### config.mk
export PLATFORM = sky130hd
export DESIGN_NAME = paralelo_serial_tx
export DESIGN_NICKNAME = d
export VERILOG_FILES = /design/src/rtl/paralelo_serial_tx.sv
export SDC_FILE = /design/constraint.sdc
export NUM_CORES = 1
export LEC_CHECK = 0
export BUFFER_PORTS_ARGS = -buffer_cell sky130_fd_sc_hd__buf_2
export CORE_MARGIN = 2
export CORE_UTILIZATION = 53
export DETAILED_ROUTE_END_ITERATION = 16
export MAX_ROUTING_LAYER = met4
export PLACE_DENSITY = 0.72
export RECOVER_POWER = 100
export SYNTH_ARGS = -nofsm -noshare
export SYNTH_HDL_FRONTEND = slang
export SYNTH_SLANG_ARGS = --single-unit
### constraint.sdc
create_clock -name clk_32f -period 3.41 [get_ports clk_32f]
set_clock_uncertainty 0.1 [all_clocks]
set_input_delay 0.1705 -clock clk_32f [delete_from_list [all_inputs] [get_ports clk_32f]]
set_output_delay 0.1705 -clock clk_32f [all_outputs]
set_load 0.01 [all_outputs]
### src/rtl/paralelo_serial_tx.sv
// Parallel-to-serial transmitter: bytes in over valid/ready, shifted out MSB first.
// Starts with a burst of idle (comma) frames so the receiver can align, then fills gaps with idles.
module paralelo_serial_tx #(
   parameter logic [7:0]  IDLE_SYM    = 8'hBC,
   parameter int unsigned SYNC_FRAMES = 4
) (
   input  logic       clk_32f,
   input  logic       reset,
   input  logic [7:0] data_in,
   input  logic       valid_in,
   output logic       ready_out,
   output logic       data_out,
   output logic       frame_start,
   output logic       active
);

   typedef enum logic {
      ST_SYNC   = 1'b0,
      ST_ACTIVE = 1'b1
   } state_t;

   localparam logic [3:0] SYNC_LAST = 4'(SYNC_FRAMES);

   state_t     r_state;
   state_t     w_state_nxt;
   logic [2:0] r_bit_cnt;
   logic [7:0] r_shreg;
   logic [7:0] w_shreg_nxt;
   logic [7:0] r_hold;
   logic [7:0] w_hold_nxt;
   logic       r_hold_full;
   logic       w_hold_full_nxt;
   logic [3:0] r_sync_cnt;
   logic [3:0] w_sync_cnt_nxt;
   logic       w_boundary;
   logic       w_accept;

   assign w_boundary  = (r_bit_cnt == 3'd7);
   assign active      = (r_state == ST_ACTIVE);
   assign ready_out   = active & ~r_hold_full;
   assign w_accept    = valid_in & ready_out;
   assign data_out    = r_shreg[7];
   assign frame_start = (r_bit_cnt == 3'd0);

   // Next-state: frame loading at the boundary, handshake capture elsewhere
   always_comb begin
      w_state_nxt     = r_state;
      w_shreg_nxt     = {r_shreg[6:0], 1'b0};
      w_hold_nxt      = r_hold;
      w_hold_full_nxt = r_hold_full;
      w_sync_cnt_nxt  = r_sync_cnt;
      if (w_boundary) begin
         case (r_state)
            ST_SYNC: begin
               w_shreg_nxt    = IDLE_SYM;
               w_sync_cnt_nxt = r_sync_cnt + 4'd1;
               if ((r_sync_cnt + 4'd1) == SYNC_LAST) begin
                  w_state_nxt = ST_ACTIVE;
               end else begin
                  w_state_nxt = ST_SYNC;
               end
            end
            ST_ACTIVE: begin
               // A held byte always wins; otherwise a byte offered right now bypasses the hold
               if (r_hold_full) begin
                  w_shreg_nxt     = r_hold;
                  w_hold_full_nxt = 1'b0;
               end else if (w_accept) begin
                  w_shreg_nxt = data_in;
               end else begin
                  w_shreg_nxt = IDLE_SYM;
               end
            end
            default: begin
               w_state_nxt = ST_SYNC;
               w_shreg_nxt = IDLE_SYM;
            end
         endcase
      end else begin
         if (w_accept) begin
            w_hold_nxt      = data_in;
            w_hold_full_nxt = 1'b1;
         end else begin
            w_hold_nxt      = r_hold;
            w_hold_full_nxt = r_hold_full;
         end
      end
   end

   // State register; reset drops any partial frame and held byte
   always_ff @(posedge clk_32f or posedge reset) begin
      if (reset) begin
         r_state     <= ST_SYNC;
         r_bit_cnt   <= 3'd7;
         r_shreg     <= 8'h00;
         r_hold      <= 8'h00;
         r_hold_full <= 1'b0;
         r_sync_cnt  <= 4'd0;
      end else begin
         r_state     <= w_state_nxt;
         r_bit_cnt   <= r_bit_cnt + 3'd1;
         r_shreg     <= w_shreg_nxt;
         r_hold      <= w_hold_nxt;
         r_hold_full <= w_hold_full_nxt;
         r_sync_cnt  <= w_sync_cnt_nxt;
      end
   end

endmodule

==> results of run 1 <==
[cell usage in the layout, fill, tap and decap left out]
cell type and instances:
inv_1 3, buf_2 11, clkbuf_1 3, dfstp_1 1, a31o_2 1, dfstp_2 2, o22ai_1 5, dlygate4sd3_1 8
dfrtp_1 22, o21ai_0 1, nand2_1 3, and3_2 3, nor2b_1 4, clkinvlp_4 1, mux2_1 8, and2b_1 1
ha_1 4, nor2_1 11, xor2_1 1, nand3_1 1, a21oi_1 2, and3b_1 1, clkbuf_4 3, nand4b_1 1
xnor2_1 2, mux2_2 1, nand4_1 1, a221o_1 2
[through the flow]
step / hold WS [ns] / power (mW) / cells
finish: 0.0124 / 0.513 / 134
global route: 0.00465 / 0.543 / 134
CTS: 0.00212 / 0.530 / 132
detailed placement: 0.307 / 0.398 / 122
global placement: 0.299 / 0.396 / 122
floorplan: 0.0956 / 0.379 / 84
[worst max-delay path, cell delays in order (launching register included)]
cell and delay (ns):
dfstp_1 0.55, ha_1 0.15, ha_1 0.46, and3b_1 0.37
mux2_1 0.37
[layer usage]
| metal | vias up | global-route usage | routed length [um] |
|---|---|---|---|
| met5 | - | - | 0 |
| met4 | 0 | 0.0417 | 12 |
| met3 | 2 | 0.0545 | 60 |
| met2 | 9 | 0.284 | 865 |
| met1 | 331 | 0.210 | 826 |
| li1 | 337 | - | - |
[flip-flops by register name, indices dropped and copies added, names as in the netlist]
signal	flops
active	1
r_bit_cnt	3
r_hold_full	1
r_hold	8
r_sync_cnt	4
r_shreg	8
[cells by family (layout without fill, tap and decap cells)]
| family | Yosys count | after routing | share of synthesized area |
|---|---|---|---|
| flops | 25 | 25 | 0.574 |
| simple gates | 26 | 26 | 0.132 |
| buf+inv | 6 | 29 | 0.0354 |
| fa+ha+maj | 4 | 4 | 0.0457 |
| xor+xnor | 3 | 3 | 0.0240 |
| compound gates | 11 | 11 | 0.0685 |
| mux | 9 | 9 | 0.120 |
[power by group through the flow]
stage | Combinational (mW) | Sequential, mW | Clock, mW
after floorplan | 0.0428 | 0.336 | 0
after global placement | 0.0563 | 0.339 | 0
after detailed placement | 0.0583 | 0.339 | 0
after CTS | 0.0635 | 0.334 | 0.133
after global routing | 0.0597 | 0.336 | 0.147
final | 0.0527 | 0.333 | 0.127
[area by class of cell]
class	count	area, um^2	share of cell area
Sequential cell	25	629	0.508
Multi-Input combinational cell	53	389	0.314
Timing Repair Buffer	22	146	0.118
Tap cell	27	33.8	0.0272
Clock buffer	3	22.5	0.0182
Inverter	3	11.3	0.00908
Clock inverter	1	7.51	0.00605
[how the worst max path moves through the flow]
| stage | endpoint | slack, ns | cells after the start |
|---|---|---|---|
| final | r_hold[1] | 1.28 | 4 |
| after global routing | r_hold[1] | 1.14 | 4 |
| after CTS | r_hold[1] | 1.25 | 4 |
| after detailed placement | r_hold[1] | 1.29 | 4 |
| after global placement | r_hold[5] | 1.36 | 4 |
| after floorplan | r_hold[0] | 1.72 | 5 |
[repair_timing]
action,in CTS,in global routing
hold buffers,6,2
endpoints found under the hold margin,31,3
setup buffers,0,0
==> out/qor.yml, run 1 <==
setup_tns_ns: 0
die-area_um2: 2450
critPathKind: "register to register"
wirelength_um: 1770
maxSlewViolCount: 0
cts_sinks: 25
critPathLaunch: "r_bit_cnt[0]"
synth_area_leader_cell: "dfrtp_1"
synth_fp_nets: 99
cts_tree: "done"
power.share.clock: 0.248
yosysTopAreaCellShare: 0.502
avgSynthCellArea_um2: 13.0
rr_startpoint: "r_bit_cnt[0]"
synth-edff-count: 0
placed_area_um2: 1170
h-tree-depth: 1
yosysWarnings: 0
r2r-end: "r_hold[1]"
holdPathStages: 3
synth_cells: 84
synth_flop_cell: "dfrtp_1"
r2r_slack_ns: 1.28
status: "finished, final reports clean"
synth_cell_types: 25
rows: 16
cts_root_buf: "clkbuf_4"
grt_pass1_wl_um: 3110
first_global_vias: 717
finalInstanceArea_um2: 1240
ys_seq_area_frac: 0.574
io_buffer_count: 14
peakVddDrop_mv: 0.403
setup_ws_ns: 1.28
fin_util: 0.632
ys_ff_latch: 25
firstDrtPassIters: 4
critPathMaxFanout: 16
ff2ff_path_depth: 4
grtUsageTotal: 0.173
cts_buffers: 3
drtAntennaViolNets: 0
fp.coreArea_um2: 1960
end_kind: "register"
ios: 15
min_to: "r_shreg[7]"
die_h_um: 49.5
hpwlAfterDp_um: 1250
syn_area_um2: 1100
cts.repair.resized: 0
place_ws_ns: 1.29
synth_area_leaders: "dfrtp_1, mux2_4, dfstp_2"
grt_max_degree: 26
clkTransAtPathRegs_ns: 0.13
power_frac_seq: 0.649
synth.most_common_cell: "dfrtp_1"
antennaDiodeCount: 0
nets: 123
fin_crit_ns: 2.13
min-delay-start: "data_in[7]"
fin_crit_sh: 0.623
die-width_um: 49.5
p_switching_mw: 0.119
worstPathRequired_ns: 3.51
async_flop_share: 1.00
fmax_mhz: 471
power_frac_comb: 0.103
antenna_found_initial: 0
leakagePower_nw: 0.581
gp_congestion: 0.832
drc_errors: 0
hold_path_class: "input port to register"
relSlewSlack: 0.404
via_per_inst: 5.07
cp.arrival_ns: 2.22
synth_common_cells: "dfrtp_1, nor2_1, mux2_4"
wl_per_cell_um: 13.2
powerDensity_nw_per_um2: 414
setup_viol: 0
p_int_mw: 0.394
ctsLongestPathBuffers: 2
critPathLaunchType: "register"
overflow: 0
rsz0062_at_grt: "false"
drtIter0Drc: 6
clock_latency_ns: 0.31
syn2layout_area_growth_pct: 13.1
cap_violations: 0
worstMarginPinSlew_ns: 0.893
p_sw_frac: 0.231
fillers: 180
vias: 679
hold_viol_final: 0
drive_above_1_share: 0.206
start_util: 0.559
Power figures use the tool's default switching activity.
==> run 2, diff against run 1 <==
--- a/config.mk
+++ b/config.mk
@@ -7,10 +7,10 @@
 export LEC_CHECK = 0
 export BUFFER_PORTS_ARGS = -buffer_cell sky130_fd_sc_hd__buf_2
 export CORE_MARGIN = 2
-export CORE_UTILIZATION = 53
+export CORE_UTILIZATION = 49
 export DETAILED_ROUTE_END_ITERATION = 16
 export MAX_ROUTING_LAYER = met4
-export PLACE_DENSITY = 0.72
+export PLACE_DENSITY = 0.7
 export RECOVER_POWER = 100
 export SYNTH_ARGS = -nofsm -noshare
 export SYNTH_HDL_FRONTEND = slang
==> constraint.sdc (replaced) <==
create_clock -name clk_32f -period 1.9 [get_ports clk_32f]
set_clock_uncertainty 0.1 [all_clocks]
set_input_delay 0.095 -clock clk_32f [delete_from_list [all_inputs] [get_ports clk_32f]]
set_output_delay 0.095 -clock clk_32f [all_outputs]
set_load 0.01 [all_outputs]
==> out/qor.yml, run 2 (synthesis results as in run 1) <==
cp_slowest_stage_delay_ns: 0.39
stdcell_count: 141
clkTransAtPathRegs_ns: 0.12
cts_buffers: 3
powerDensity_nw_per_um2: 721
maxSlewViolCount: 0
ff2ff_path_depth: 5
cap_violations: 0
drtIter0Drc: 6
fin_crit_sh: 0.934
h-tree-depth: 1
grt.busiest_layer: "met2"
cts_root_buf: "clkbuf_4"
critPathMaxFanout: 8
regArea_um2: 629
drc_errors: 0
die-area_um2: 2630
fmax_mhz: 563
mostFrequentLayoutCells: "dfrtp_1, buf_2, nor2_1, dlygate4sd3_1"
met3_usage: 0.0292
start_util: 0.505
hold_path_class: "input port to async pin"
worstPathRequired_ns: 2.00
gr-usage-met2: 0.279
drtAntennaViolNets: 0
die-width_um: 51.3
critPathLaunch: "r_bit_cnt[0]"
hpwlAfterDp_um: 1250
overflow: 0
first_global_vias: 752
vias: 708
r2r-end: "r_hold[1]"
grt_pass1_wl_um: 3250
hold_viol_final: 0
fillers: 200
setup_tns_ns: 0
setup_viol: 0
critPathLaunchType: "register"
cts_sinks: 25
fin_crit_ns: 1.78
critPathKind: "register to register"
cp.arrival_ns: 1.88
r2r_slack_ns: 0.12
antennaDiodeCount: 0
clock_latency_ns: 0.31
rsz0062_at_grt: "false"
cts_tree: "done"
worstPathCellList: "ha_1 > ha_1 > and3b_1 > buf_2 > mux2_1"
end_kind: "register"
status: "finished, final reports clean"
syn2layout_area_growth_pct: 18.6
rows: 17
timing.critical_path.mode_cell: "ha_1"
die_h_um: 51.3
use_met1: 0.209
antenna_found_initial: 0
grtUsageTotal: 0.175
cpMaxStageDelayCell: "dfstp_1"
multi_input_area_um2: 409
fp.coreArea_um2: 2170
ctsLongestPathBuffers: 2
gp_congestion: 0.789
grt_max_degree: 26
reg_top3: "r_hold (8), r_shreg (8), r_sync_cnt (4)"
final_common_cell: "dfrtp_1"
drive_above_1_share: 0.274
nets: 129
place_inst: 127
wl_per_cell_um: 12.9
wirelength_um: 1830
ios: 15
io_buffer_count: 14
relSlewSlack: 0.604
firstDrtPassIters: 4
rr_startpoint: "r_bit_cnt[0]"
cts.repair.resized: 0
peakVddDrop_mv: 0.453
cts_setup_buffers: 0
leakagePower_nw: 0.624
worstMarginPinSlew_ns: 0.594
via_per_inst: 5.02
==> run 2: cell count changes in the layout (fill, tap and decap cells not counted), sizes merged <==
cell         delta
buf             +3
clkbuf          +2
dlygate4sd3     +2
clkinvlp        -1
==> run 2: layout make-up <==
cell class                      count  share of cell area
Sequential cell                    25               0.484
Multi-Input combinational cell     53               0.315
Timing Repair Buffer               28               0.145
Tap cell                           28              0.0269
Clock buffer                        4              0.0202
Inverter                            3             0.00866
==> run 2: critical path, delay by kind of cell, from the launching register on <==
family | cells | cell delay [ns]
adders and majority gates | 2 | 0.37
buffers and inverters | 1 | 0.26
DFF | 1 | 0.39
muxes | 1 | 0.36
and+or+nand+nor | 1 | 0.19
==> run 2: routing by layer <==
metal  share of wire  up-vias
li1                -      346
met1            0.43      350
met2            0.53        8
met3           0.024        4
met4           0.019        0
met5               0        -
==> run 2: how the worst max path moves through the flow <==
stage,to,slack [ns]
after floorplan,r_hold[0],0.21
after global placement,r_sync_cnt[1],0.18
after detailed placement,r_sync_cnt[1],0.15
after CTS,r_sync_cnt[1],0.13
after global routing,r_hold[1],0.04
final,r_hold[1],0.12
==> run 2: stage by stage <==
| step | instance area, um^2 | worst slack [ns] | utilization | power (mW) | hold slack, ns |
|---|---|---|---|---|---|
| CTS | 1330 | 0.131 | 0.613 | 0.967 | 0.245 |
| detailed placement | 1200 | 0.150 | 0.555 | 0.718 | 0.0573 |
| global route | 1300 | 0.0382 | 0.599 | 0.988 | 0.393 |
| global placement | 1200 | 0.181 | 0.555 | 0.713 | 0.0535 |
| finish | 1300 | 0.125 | 0.599 | 0.938 | 0.356 |
| floorplan | 1100 | 0.208 | - | 0.679 | 0.0201 |
==> run 2: timing repair <==
item                                    in CTS  in global routing
hold buffers                                10                  0
endpoints found under the setup margin       0                  0
endpoints found under the hold margin       41                  0
==> run 2: power by group <==
| part | internal (mW) | total [mW] | switching, mW |
|---|---|---|---|
| Clock | 0.0820 | 0.228 | 0.146 |
| Sequential | 0.576 | 0.598 | 0.0215 |
| Combinational | 0.0669 | 0.112 | 0.0455 |
| Total | 0.725 | 0.938 | 0.213 |
==> run 3, diff against run 2 <==
--- a/config.mk
+++ b/config.mk
@@ -5,12 +5,13 @@
 export SDC_FILE = /design/constraint.sdc
 export NUM_CORES = 1
 export LEC_CHECK = 0
-export BUFFER_PORTS_ARGS = -buffer_cell sky130_fd_sc_hd__buf_2
+export ABC_CLOCK_PERIOD_IN_PS = 1900
 export CORE_MARGIN = 2
-export CORE_UTILIZATION = 49
+export CORE_UTILIZATION = 53
 export DETAILED_ROUTE_END_ITERATION = 16
+export DONT_BUFFER_PORTS = 1
 export MAX_ROUTING_LAYER = met4
-export PLACE_DENSITY = 0.7
+export PLACE_DENSITY = 0.8
 export RECOVER_POWER = 100
 export SYNTH_ARGS = -nofsm -noshare
 export SYNTH_HDL_FRONTEND = slang
==> out/qor.yml, run 3 (synthesis results as in run 1) <==
h-tree-depth: 1
hold_path_class: "input port to register"
mostFrequentLayoutCells: "dfrtp_1, nor2_1, dlygate4sd3_1, mux2_1, o22ai_1"
overflow: 0
ff2ff_path_depth: 5
setup_tns_ns: 0
nets: 117
cp.arrival_ns: 1.91
fmax_mhz: 559
die_h_um: 49.5
fillers: 165
rr_startpoint: "r_bit_cnt[0]"
cts_tree: "done"
die-width_um: 49.5
rows: 16
r2r-end: "r_sync_cnt[1]"
drc_errors: 0
worstPathRequired_ns: 2.02
finalInstanceArea_um2: 1250
cts_sinks: 25
min_to: "r_shreg[5]"
cts_setup_buffers: 0
vias: 681
holdPathStages: 3
end_kind: "register"
clock_latency_ns: 0.32
grtUsageTotal: 0.187
regArea_um2: 629
fin_util: 0.635
cts.repair.resized: 0
grt_max_degree: 26
antenna_found_initial: 0
placed_area_um2: 1140
die-area_um2: 2450
status: "finished, final reports clean"
antennaDiodeCount: 0
hold_ws_ns: 0.0346
syn2layout_area_growth_pct: 13.7
critPathKind: "register to register"
min-delay-start: "valid_in"
ios: 15
first_global_vias: 712
gp_congestion: 0.797
leakagePower_nw: 0.582
fp.coreArea_um2: 1960
critPathLaunchType: "register"
start_util: 0.559
fin_crit_ns: 1.79
cp_slowest_stage_delay_ns: 0.56
peakVddDrop_mv: 0.692
worstMarginPinSlew_ns: 1.27
rsz0062_at_grt: "false"
clkTransAtPathRegs_ns: 0.13
io_buffer_count: 0
wl_per_cell_um: 14.7
relSlewSlack: 0.154
powerDensity_nw_per_um2: 738
cap_violations: 0
multi_input_area_um2: 400
final_common_cell: "dfrtp_1"
via_per_inst: 5.32
ctsLongestPathBuffers: 2
worstPathCellList: "ha_1 > ha_1 > buf_4 > and2b_1 > mux2_2"
cpMaxStageDelayCell: "dfstp_1"
power_mw: 0.920
critPathMaxFanout: 11
fin_crit_sh: 0.942
cts_root_buf: "clkbuf_4"
r2r_slack_ns: 0.11
cts_hold_buf: 10
timing.critical_path.mode_cell: "ha_1"
cts_buffers: 3
reg_top3: "r_hold (8), r_shreg (8), r_sync_cnt (4)"
firstDrtPassIters: 4
grt_pass1_wl_um: 3280
hold_viol_final: 0
drtAntennaViolNets: 0
hpwlAfterDp_um: 1290
wirelength_um: 1890
drive_above_1_share: 0.178
drtIter0Drc: 5
maxSlewViolCount: 0
setup_viol: 0
## run 3: changes by cell type in the layout (fill, tap and decap cells not counted)
cell	delta
and2b_1	+1
and2b_2	-1
buf_2	-13
buf_4	+2
clkbuf_1	-3
clkbuf_2	-1
clkbuf_4	+1
clkinv_2	+1
dlygate4sd3_1	+1
mux2_1	+2
mux2_4	-2
## run 3: metal layers
metal	share of wire	up-vias	global-route usage
met4	0.0064	0	0.0463
met2	0.53	11	0.327
met1	0.42	343	0.205
met5	0	-	-
li1	-	325	-
met3	0.040	2	0.0636
## run 3: worst max path at each step
stage | startpoint | end | cells after the start
3_3_place_gp | r_bit_cnt[0] | r_sync_cnt[1] | 5
4_1_cts | r_bit_cnt[0] | r_sync_cnt[1] | 5
2_1_floorplan | r_bit_cnt[0] | r_hold[0] | 5
3_5_place_dp | r_bit_cnt[0] | r_sync_cnt[1] | 5
6_report | r_bit_cnt[0] | r_sync_cnt[1] | 5
5_1_grt | r_bit_cnt[0] | r_shreg[3] | 6
## run 3: area by class of cell
class,instances,share of cell area
multi-input cells,53,0.321
clock buffers,3,0.0181
clock inverters,1,0.00402
flip-flops and latches,25,0.505
inverters,3,0.00904
well taps,27,0.0271
repair buffers,16,0.115
## run 3: metrics by stage
step,worst slack (ns),instances
global placement,0.219,113
floorplan,0.208,84
CTS,0.154,127
detailed placement,0.178,113
global route,0.0148,128
finish,0.110,128
## run 3: worst max-delay path: cells and delay by family, from the launching register on
| family | cells | cell delay [ns] |
|---|---|---|
| buffers and inverters | 1 | 0.16 |
| adders and majority gates | 2 | 0.31 |
| and+or+nand+nor | 1 | 0.21 |
| DFF | 1 | 0.56 |
| muxes | 1 | 0.34 |
## run 3: power breakdown
part / switching, mW / internal [mW] / total, mW / leakage, nW
Combinational: 0.0398 / 0.0552 / 0.0950 / 0.272
Clock: 0.149 / 0.0788 / 0.228 / 0.0177
Sequential: 0.0211 / 0.576 / 0.597 / 0.292
